**config.mk**
```make
export PLATFORM = sky130hd
export DESIGN_NAME = ifft_twiddle_mult
export DESIGN_NICKNAME = d
export VERILOG_FILES = /design/src/rtl/ifft_pkg.sv /design/src/rtl/ifft_round_sat.sv /design/src/rtl/ifft_twiddle_mult.sv
export SDC_FILE = /design/constraint.sdc
export NUM_CORES = 2
export LEC_CHECK = 0
export CORE_UTILIZATION = 40
export DETAILED_ROUTE_END_ITERATION = 12
export PLACE_DENSITY = 0.63
export REMOVE_ABC_BUFFERS = 1
export SLEW_MARGIN = 5
export SYNTH_ARGS = -nofsm -noshare
export SYNTH_HDL_FRONTEND = slang
export SYNTH_SLANG_ARGS = --single-unit
```
**constraint.sdc**
```tcl
create_clock -name clk -period 12.81 [get_ports clk]
set_clock_uncertainty 0.05 [all_clocks]
set_input_delay 1.9215 -clock clk [delete_from_list [all_inputs] [get_ports clk]]
set_output_delay 1.9215 -clock clk [all_outputs]
set_load 0.02 [all_outputs]
```
**src/rtl/ifft_pkg.sv**
```systemverilog
// Shared constants and types for the IFFT datapath: component widths, twiddle
// Q-format and the complex sample container.
package ifft_pkg;

    localparam int DATA_W  = 16;
    localparam int TW_W    = 16;
    localparam int TW_FRAC = 8;
    localparam int ADDR_W  = 5;

    localparam logic [TW_W-1:0] ONE = 16'h0100;

    typedef struct packed {
        logic signed [DATA_W-1:0] re;
        logic signed [DATA_W-1:0] im;
    } cplx_t;

endpackage

```
**src/rtl/ifft_round_sat.sv**
```systemverilog
// Round-half-up arithmetic right shift of a wide signed value, then clamp to the
// signed OUT_W range, flagging when the clamp engaged.
module ifft_round_sat
    import ifft_pkg::*;
#(
    parameter int IN_W  = DATA_W + TW_W + 1,
    parameter int OUT_W = DATA_W,
    parameter int FRAC  = TW_FRAC
) (
    input  logic signed [IN_W-1:0]  in_i,
    output logic signed [OUT_W-1:0] out_o,
    output logic                    sat_o
);

    // One guard bit so adding the half-LSB can never wrap.
    localparam int SW = IN_W + 1;
    localparam logic signed [SW-1:0] HALF  = SW'(1) <<< (FRAC - 1);
    localparam logic signed [SW-1:0] MAX_V = SW'((longint'(1) <<< (OUT_W - 1)) - 1);
    localparam logic signed [SW-1:0] MIN_V = ~MAX_V;

    logic signed [SW-1:0] biased;
    logic signed [SW-1:0] shifted;

    assign biased  = SW'(in_i) + HALF;
    assign shifted = biased >>> FRAC;

    always_comb begin
        out_o = shifted[OUT_W-1:0];
        sat_o = 1'b0;
        if (shifted > MAX_V) begin
            out_o = MAX_V[OUT_W-1:0];
            sat_o = 1'b1;
        end else if (shifted < MIN_V) begin
            out_o = MIN_V[OUT_W-1:0];
            sat_o = 1'b1;
        end
    end

endmodule

```
**src/rtl/ifft_twiddle_mult.sv**
```systemverilog
// Three-stage complex twiddle multiplier (sample x W) between the twiddle ROMs and
// the butterfly; one global advance enable gives full rate with backpressure.
module ifft_twiddle_mult
    import ifft_pkg::*;
(
    input  logic                     clk,
    input  logic                     rst_n,
    input  logic                     in_valid,
    output logic                     in_ready,
    input  logic signed [DATA_W-1:0] in_re,
    input  logic signed [DATA_W-1:0] in_im,
    input  logic [ADDR_W-1:0]        in_tw_addr,
    input  logic                     in_last,
    output logic [ADDR_W-1:0]        rom_addr,
    input  logic signed [TW_W-1:0]   rom_re_data,
    input  logic signed [TW_W-1:0]   rom_im_data,
    output logic                     out_valid,
    input  logic                     out_ready,
    output logic signed [DATA_W-1:0] out_re,
    output logic signed [DATA_W-1:0] out_im,
    output logic                     out_last,
    output logic                     out_sat
);

    localparam int PW = DATA_W + TW_W;
    localparam int SW = PW + 1;

    logic                 en;
    logic [ADDR_W-1:0]    addr_hold_q;
    logic                 s1_valid_q, s1_last_q;
    cplx_t                s1_q;
    logic                 s2_valid_q, s2_last_q;
    logic signed [PW-1:0] ac_q, bd_q, ad_q, bc_q;
    logic                 out_valid_q, out_last_q, out_sat_q;
    cplx_t                out_q;

    logic signed [SW-1:0] re_wide_d, im_wide_d;
    cplx_t                res_d;
    logic                 sat_re_d, sat_im_d;

    assign en       = !out_valid_q || out_ready;
    assign in_ready = en;
    // Re-presenting the held address on a stall keeps the ROM output aligned with S1.
    assign rom_addr = en ? in_tw_addr : addr_hold_q;

    assign re_wide_d = SW'(ac_q) - SW'(bd_q);
    assign im_wide_d = SW'(ad_q) + SW'(bc_q);

    ifft_round_sat #(.IN_W(SW), .OUT_W(DATA_W), .FRAC(TW_FRAC)) u_rs_re (
        .in_i  (re_wide_d),
        .out_o (res_d.re),
        .sat_o (sat_re_d)
    );

    ifft_round_sat #(.IN_W(SW), .OUT_W(DATA_W), .FRAC(TW_FRAC)) u_rs_im (
        .in_i  (im_wide_d),
        .out_o (res_d.im),
        .sat_o (sat_im_d)
    );

    always_ff @(posedge clk or negedge rst_n) begin
        if (!rst_n) begin
            addr_hold_q <= '0;
            s1_valid_q  <= 1'b0;
            s1_last_q   <= 1'b0;
            s1_q        <= '0;
            s2_valid_q  <= 1'b0;
            s2_last_q   <= 1'b0;
            ac_q        <= '0;
            bd_q        <= '0;
            ad_q        <= '0;
            bc_q        <= '0;
            out_valid_q <= 1'b0;
            out_last_q  <= 1'b0;
            out_sat_q   <= 1'b0;
            out_q       <= '0;
        end else if (en) begin
            addr_hold_q <= in_tw_addr;
            s1_valid_q  <= in_valid;
            s1_last_q   <= in_last;
            s1_q.re     <= in_re;
            s1_q.im     <= in_im;
            s2_valid_q  <= s1_valid_q;
            s2_last_q   <= s1_last_q;
            ac_q        <= $signed(s1_q.re) * rom_re_data;
            bd_q        <= $signed(s1_q.im) * rom_im_data;
            ad_q        <= $signed(s1_q.re) * rom_im_data;
            bc_q        <= $signed(s1_q.im) * rom_re_data;
            out_valid_q <= s2_valid_q;
            out_last_q  <= s2_last_q;
            out_sat_q   <= sat_re_d || sat_im_d;
            out_q       <= res_d;
        end
    end

    assign out_valid = out_valid_q;
    assign out_re    = out_q.re;
    assign out_im    = out_q.im;
    assign out_last  = out_last_q;
    assign out_sat   = out_sat_q;

endmodule

```
### Yosys cells after proc, flatten, opt, wreduce, memory -nomap -nowiden

Index checks and enable logic that the tools add are counted.

* $add $sub $neg: 4
* $mul: 4
* order comparisons: 4
* muxes and demuxes: 9
* reduce and logical (&&, ||, !) cells: 3

Operators by type and width (number)
* 16-bit by 16-bit multiplier with 32-bit output: 4
* 33-bit by 9-bit adder with 34-bit output, second input constant: 2
* 16-bit two-way mux: 4
* 26-bit by 16-bit greater-than comparator with 1-bit output, second input constant: 2
* 26-bit by 16-bit < comparator with 1-bit output, second input constant: 2
* 32-bit by 32-bit adder with 33-bit output: 1
* 32-bit by 32-bit subtractor with 33-bit output: 1
* 5-bit two-way mux: 1
* 1-bit two-way mux: 4
* 1-bit logical OR: 2
* 1-bit zero test: 1

* flip-flop bits (word level): 204
* input port bits: 74
* output and inout port bits: 41
* logic and storage cells: 40

### Longest topological paths before layout

* depth after elaboration: 6
* depth in mapped cells: 27
* mapped depth without buffers: 26

### Hierarchy

A second synthesis with hierarchy kept.

* cells, all modules: 5792
* area, all modules: 51503.1 um2

By module, submodules not included
* ifft_twiddle_mult: instances 1, cells each 5556, area an instance 49799.0 um2, seq. area each 5104.9 um2
* ifft_round_sat: instances 2, cells each 118, area an instance 852.1 um2, seq. area each 0.0 um2

### Worst setup path after synthesis

Ideal clock, no wire load.

* kind: in2reg
* from: input port rom_im_data[1]
* to: register bd_q[31]
* setup time: 137 ps
* data arrival time: 7914 ps
* data required time: 12623 ps
* path slack: 4709 ps
* stages on the path: 24
* path buffers: 1
* cell sequence: clkbuf_1 nand2_1 fa_1 fa_1 fa_1 inv_1 fa_1 fa_1 inv_1 fa_1 inv_1 ha_1 a21o_1 a21o_1 a21oi_1 nor2b_1 o31a_1 nor4_2 o31ai_1 o31a_1 or4_1 a31oi_1 xnor2_1 a21oi_1

* longest elaborated chain between the ends: 1

RTL lines
* from (decl): RTL line ifft_twiddle_mult.sv:16 `input logic signed [TW_W-1:0] rom_im_data,`
* 16-bit by 16-bit multiplier with 32-bit output: RTL line ifft_twiddle_mult.sv:86 `bd_q <= $signed(s1_q.im) * rom_im_data;`
* to (signal assigned): RTL line ifft_twiddle_mult.sv:86
* to (decl): RTL line ifft_twiddle_mult.sv:33 `logic signed [PW-1:0] ac_q, bd_q, ad_q, bc_q;`

Every way passes these cells.
A chain may end at the register's enable or synchronous reset.

### Worst setup path after layout

* from: input port rom_im_data[15]
* to: register ad_q[31]

* longest elaborated chain between the ends: 1

RTL lines
* 16-bit by 16-bit multiplier with 32-bit output: RTL line ifft_twiddle_mult.sv:87 `ad_q <= $signed(s1_q.re) * rom_im_data;`
* to (signal assigned): RTL line ifft_twiddle_mult.sv:87
* to (decl): RTL line ifft_twiddle_mult.sv:33

Every way passes these cells.

==> impl_metrics.prom <==
# TYPE chip_impl_metric gauge
chip_impl_metric{name="post-route-period-util",unit=""} 0.685
chip_impl_metric{name="layout-area-overhead-vs-synth",unit="%"} 7.76
chip_impl_info{name="critPathSlowestCell",value="sky130_fd_sc_hd__a2111oi_0"} 1
chip_impl_info{name="synth_top_flop_cell",value="sky130_fd_sc_hd__dfrtp_1"} 1
chip_impl_metric{name="global_route.overflow_total",unit=""} 0
chip_impl_info{name="clockRootBuffer",value="sky130_fd_sc_hd__clkbuf_16"} 1
chip_impl_metric{name="first_global_vias",unit=""} 38758
chip_impl_info{name="outcome",value="finished clean"} 1
chip_impl_info{name="worst_hold_path_type",value="reg2reg"} 1
chip_impl_metric{name="insertion_delay",unit="ps"} 630
chip_impl_metric{name="area.sequential",unit="um2"} 5110
chip_impl_metric{name="drcViolationCount",unit=""} 0
chip_impl_metric{name="postSynthAreaPerCell",unit="um2"} 9.05
chip_impl_info{name="nature_of_the_critical_path_endpoint",value="flop"} 1
chip_impl_metric{name="timing.final.setup_violations",unit=""} 0
chip_impl_metric{name="cts.sinks",unit=""} 204
chip_impl_info{name="crit_path_frequent_cell",value="sky130_fd_sc_hd__fa_1"} 1
chip_impl_metric{name="timing_worst_slew_pin_value",unit="ps"} 1010
chip_impl_metric{name="number_of_synthesized_flops_with_an_enable_pin",unit=""} 0
chip_impl_metric{name="detail_route.first_pass.iterations",unit=""} 5
chip_impl_metric{name="detailedPlacementHpwl",unit="mm"} 97.5
chip_impl_metric{name="clock.fmax",unit="GHz"} 0.114
chip_impl_metric{name="totalWireLength",unit="mm"} 125
chip_impl_metric{name="global_route_wire_length_before_repair",unit="mm"} 209
chip_impl_metric{name="yosys_warning_total",unit=""} 0
chip_impl_metric{name="drive_gt1_frac",unit=""} 0.0305
chip_impl_metric{name="grt_max_degree",unit=""} 119
chip_impl_metric{name="multi_input_area",unit="um2"} 40000
chip_impl_metric{name="gp_congestion",unit=""} 0.854
chip_impl_metric{name="die_w",unit="um"} 358
chip_impl_metric{name="row_count",unit=""} 130
chip_impl_metric{name="placed_cells",unit=""} 7172
chip_impl_metric{name="crit_path_max_incr_delay",unit="ps"} 890
chip_impl_metric{name="slew_headroom",unit=""} 0.307
chip_impl_info{name="cp_cell_sequence",value="clkdlybuf4s50_1 > clkinv_1 > buf_4 > nor2_1 > fa_1 > fa_1 > fa_1 > fa_1 > fa_1 > inv_1 > fa_1 > inv_1 > ha_1 > a21o_1 > a2111oi_0 > o211ai_1 > o2111ai_1 > a31o_2 > nor2b_1 > a21oi_1 > xnor2_1 > a21oi_1"} 1
chip_impl_metric{name="avgRoutedWirePerCell",unit="um"} 17.3
chip_impl_metric{name="crit_arrival",unit="ps"} 9170
chip_impl_metric{name="io-pin-count",unit=""} 115
chip_impl_metric{name="cts_buffer_depth",unit=""} 3
chip_impl_metric{name="n_fill_cell",unit=""} 12302
chip_impl_metric{name="postSynthCellCount",unit=""} 5588
chip_impl_metric{name="design.core.area",unit="um2"} 126000
chip_impl_metric{name="cts_made_buffers",unit=""} 31
chip_impl_metric{name="cts.reportedPaths.clkPinSlew",unit="ps"} 60
chip_impl_info{name="grt_setup_unrepaired",value="no"} 1
chip_impl_metric{name="cts_hold_buffers",unit=""} 0
chip_impl_metric{name="period_minus_slack",unit="ps"} 8770
chip_impl_metric{name="synthDistinctLibCells",unit=""} 82
chip_impl_metric{name="route.detailed.vias_per_inst",unit=""} 5.05
chip_impl_metric{name="layout.nets",unit=""} 7129
chip_impl_metric{name="gr_util_all_layers",unit=""} 0.206
chip_impl_info{name="tritoncts",value="done"} 1
chip_impl_metric{name="grt_antenna_before_repair",unit=""} 4
chip_impl_metric{name="hold_ws",unit="ps"} 414
chip_impl_metric{name="die-area",unit="um2"} 128000
chip_impl_metric{name="cp.required",unit="ps"} 13220
chip_impl_info{name="yosys.area.top_type",value="sky130_fd_sc_hd__fa_1"} 1
chip_impl_metric{name="seq_total_area_yosys",unit=""} 0.101
chip_impl_metric{name="postCtsSetupBuffers",unit=""} 0
chip_impl_metric{name="finalHoldViolCount",unit=""} 0
chip_impl_metric{name="placement.io_buffers",unit=""} 114
chip_impl_metric{name="netlist_area",unit="um2"} 50600
chip_impl_metric{name="reported_max_cap_violation_count",unit=""} 0
chip_impl_metric{name="worstPathMaxFanout",unit=""} 15
chip_impl_metric{name="detail_route.iter0.violations",unit=""} 2046
chip_impl_info{name="layout.cells.most_common",value="sky130_fd_sc_hd__inv_1"} 1
chip_impl_metric{name="slew_violations",unit=""} 0
chip_impl_metric{name="ys_ff_latch",unit=""} 204
chip_impl_info{name="criticalPathCategory",value="in2reg"} 1
chip_impl_metric{name="die_height",unit="um"} 358
chip_impl_metric{name="num_vias",unit=""} 36482
chip_impl_metric{name="proportion_of_synthesized_flip_flops_having_asynchronous_set_or_reset",unit=""} 1.00
chip_impl_metric{name="cts_resized",unit=""} 0
chip_impl_info{name="layout_common_cells",value="sky130_fd_sc_hd__inv_1, sky130_fd_sc_hd__fa_1, sky130_fd_sc_hd__nand2_1, sky130_fd_sc_hd__and2_1, sky130_fd_sc_hd__ha_1"} 1
chip_impl_info{name="worstSetupStartpointType",value="input pin"} 1
chip_impl_info{name="area_contributors_post_synth",value="sky130_fd_sc_hd__fa_1, sky130_fd_sc_hd__ha_1, sky130_fd_sc_hd__dfrtp_1"} 1
chip_impl_metric{name="yosys.area.top_type_share",unit=""} 0.415
chip_impl_metric{name="ctsHtreeMaxLevel",unit=""} 1
chip_impl_metric{name="antenna_left",unit=""} 0
chip_impl_metric{name="initial_core_util",unit=""} 0.403
chip_impl_metric{name="layout.cells.non_filler",unit=""} 7231
==> cells in the mapped netlist, types with 4 or more instances <==
library cell               number
sky130_fd_sc_hd__a211oi_1      20
sky130_fd_sc_hd__a21o_1        90
sky130_fd_sc_hd__a21oi_1      185
sky130_fd_sc_hd__a21oi_2       14
sky130_fd_sc_hd__a221o_1        9
sky130_fd_sc_hd__a31o_2         4
sky130_fd_sc_hd__a31oi_1       16
sky130_fd_sc_hd__and2_1       508
sky130_fd_sc_hd__and3_1        17
sky130_fd_sc_hd__and4_1         4
sky130_fd_sc_hd__buf_1          7
sky130_fd_sc_hd__buf_2          4
sky130_fd_sc_hd__clkbuf_1     236
sky130_fd_sc_hd__dfrtp_1      204
sky130_fd_sc_hd__fa_1        1048
sky130_fd_sc_hd__ha_1         452
sky130_fd_sc_hd__inv_1       1214
sky130_fd_sc_hd__mux2i_1        7
sky130_fd_sc_hd__nand2_1      769
sky130_fd_sc_hd__nand2b_1      37
sky130_fd_sc_hd__nand3_1       32
sky130_fd_sc_hd__nand4_1       10
sky130_fd_sc_hd__nor2_1       192
sky130_fd_sc_hd__nor2b_1       17
sky130_fd_sc_hd__nor3_1        32
sky130_fd_sc_hd__o211ai_1      11
sky130_fd_sc_hd__o21a_1        26
sky130_fd_sc_hd__o21ai_0       99
sky130_fd_sc_hd__o21ai_1        8
sky130_fd_sc_hd__o21bai_1      17
sky130_fd_sc_hd__o31a_1         6
sky130_fd_sc_hd__o31ai_1       17
sky130_fd_sc_hd__or2_2          4
sky130_fd_sc_hd__or3_1         11
sky130_fd_sc_hd__or4_1          4
sky130_fd_sc_hd__xnor2_1      115
sky130_fd_sc_hd__xor2_1        69
==> registers in the layout, indices dropped and copies added, names as in the netlist, 5 cells and up <==
name,flops
ac_q,32
ad_q,32
addr_hold_q,5
bc_q,32
bd_q,32
out_im,16
out_re,16
s1_q,32
==> critical path: cells and delay by family <==
kind	cells	cell delay [ps]
AOI/OAI and AO/OA	7	1860
buffers and inverters	5	1730
adders and majority gates	7	3150
and+or+nand+nor	2	330
xor gates and xnor gates	1	150
==> stage by stage <==
step	setup TNS (ps)	util	worst slack (ps)	cell area, um2
6_report	0	0.434	4040	54500
5_1_grt	0	0.434	3620	54500
4_1_cts	0	0.434	4130	54500
3_5_place_dp	0	0.425	3460	53400
3_3_place_gp	0	0.425	3550	53400
2_1_floorplan	-6330	-	-1160	49600
==> layout make-up <==
type                            count  share of cell area
Clock inverter                     17             0.00480
Multi-Input combinational cell   3917               0.733
Timing Repair Buffer              184              0.0308
Sequential cell                   204              0.0937
Clock buffer                       40              0.0158
Tap cell                         1650              0.0379
Antenna cell                        2           0.0000918
Inverter                         1217              0.0839
==> final timing paths <==
path,startpoint,slack [ps],to,depth (start not counted)
setup / recovery,rom_im_data[15],4040,ad_q[31]$_DFFE_PN0N_,22
hold / removal,s2_valid_q$_DFFE_PN0N_,410,s2_valid_q$_DFFE_PN0N_,2
setup reg to reg,s1_q[13]$_DFFE_PN0N_,5280,bc_q[30]$_DFFE_PN0N_,22
hold reg to reg,s2_valid_q$_DFFE_PN0N_,410,s2_valid_q$_DFFE_PN0N_,2
max in group asynchronous,rst_n,10320,s1_q[11]$_DFFE_PN0N_,2
min in group asynchronous,rst_n,1200,s1_q[21]$_DFFE_PN0N_,1
==> cells by family (layout without fill, tap and decap cells) <==
group	count (synthesis)	after routing	share of synthesized area
adders and majority gates	1500	1500	0.527
DFF	204	204	0.101
buffers and inverters	1467	1458	0.109
muxes	10	10	0.00205
AOI/OAI and AO/OA	569	569	0.0727
other	0	2	0
xor gates and xnor gates	184	184	0.0319
and+or+nand+nor	1654	1654	0.157
==> layer usage <==
metal	wire length (um)	track usage	part of all wire	vias up
li1	-	-	-	16697
met2	58600	0.339	0.47	864
met3	6610	0.0218	0.053	160
met5	39	0	0.00031	-
met1	55500	0.285	0.44	18755
met4	4440	0.0634	0.035	6
Power is left out: the tool's default activity adds up to more than one toggle a clock period on the data nets, which glitch-free logic cannot reach.
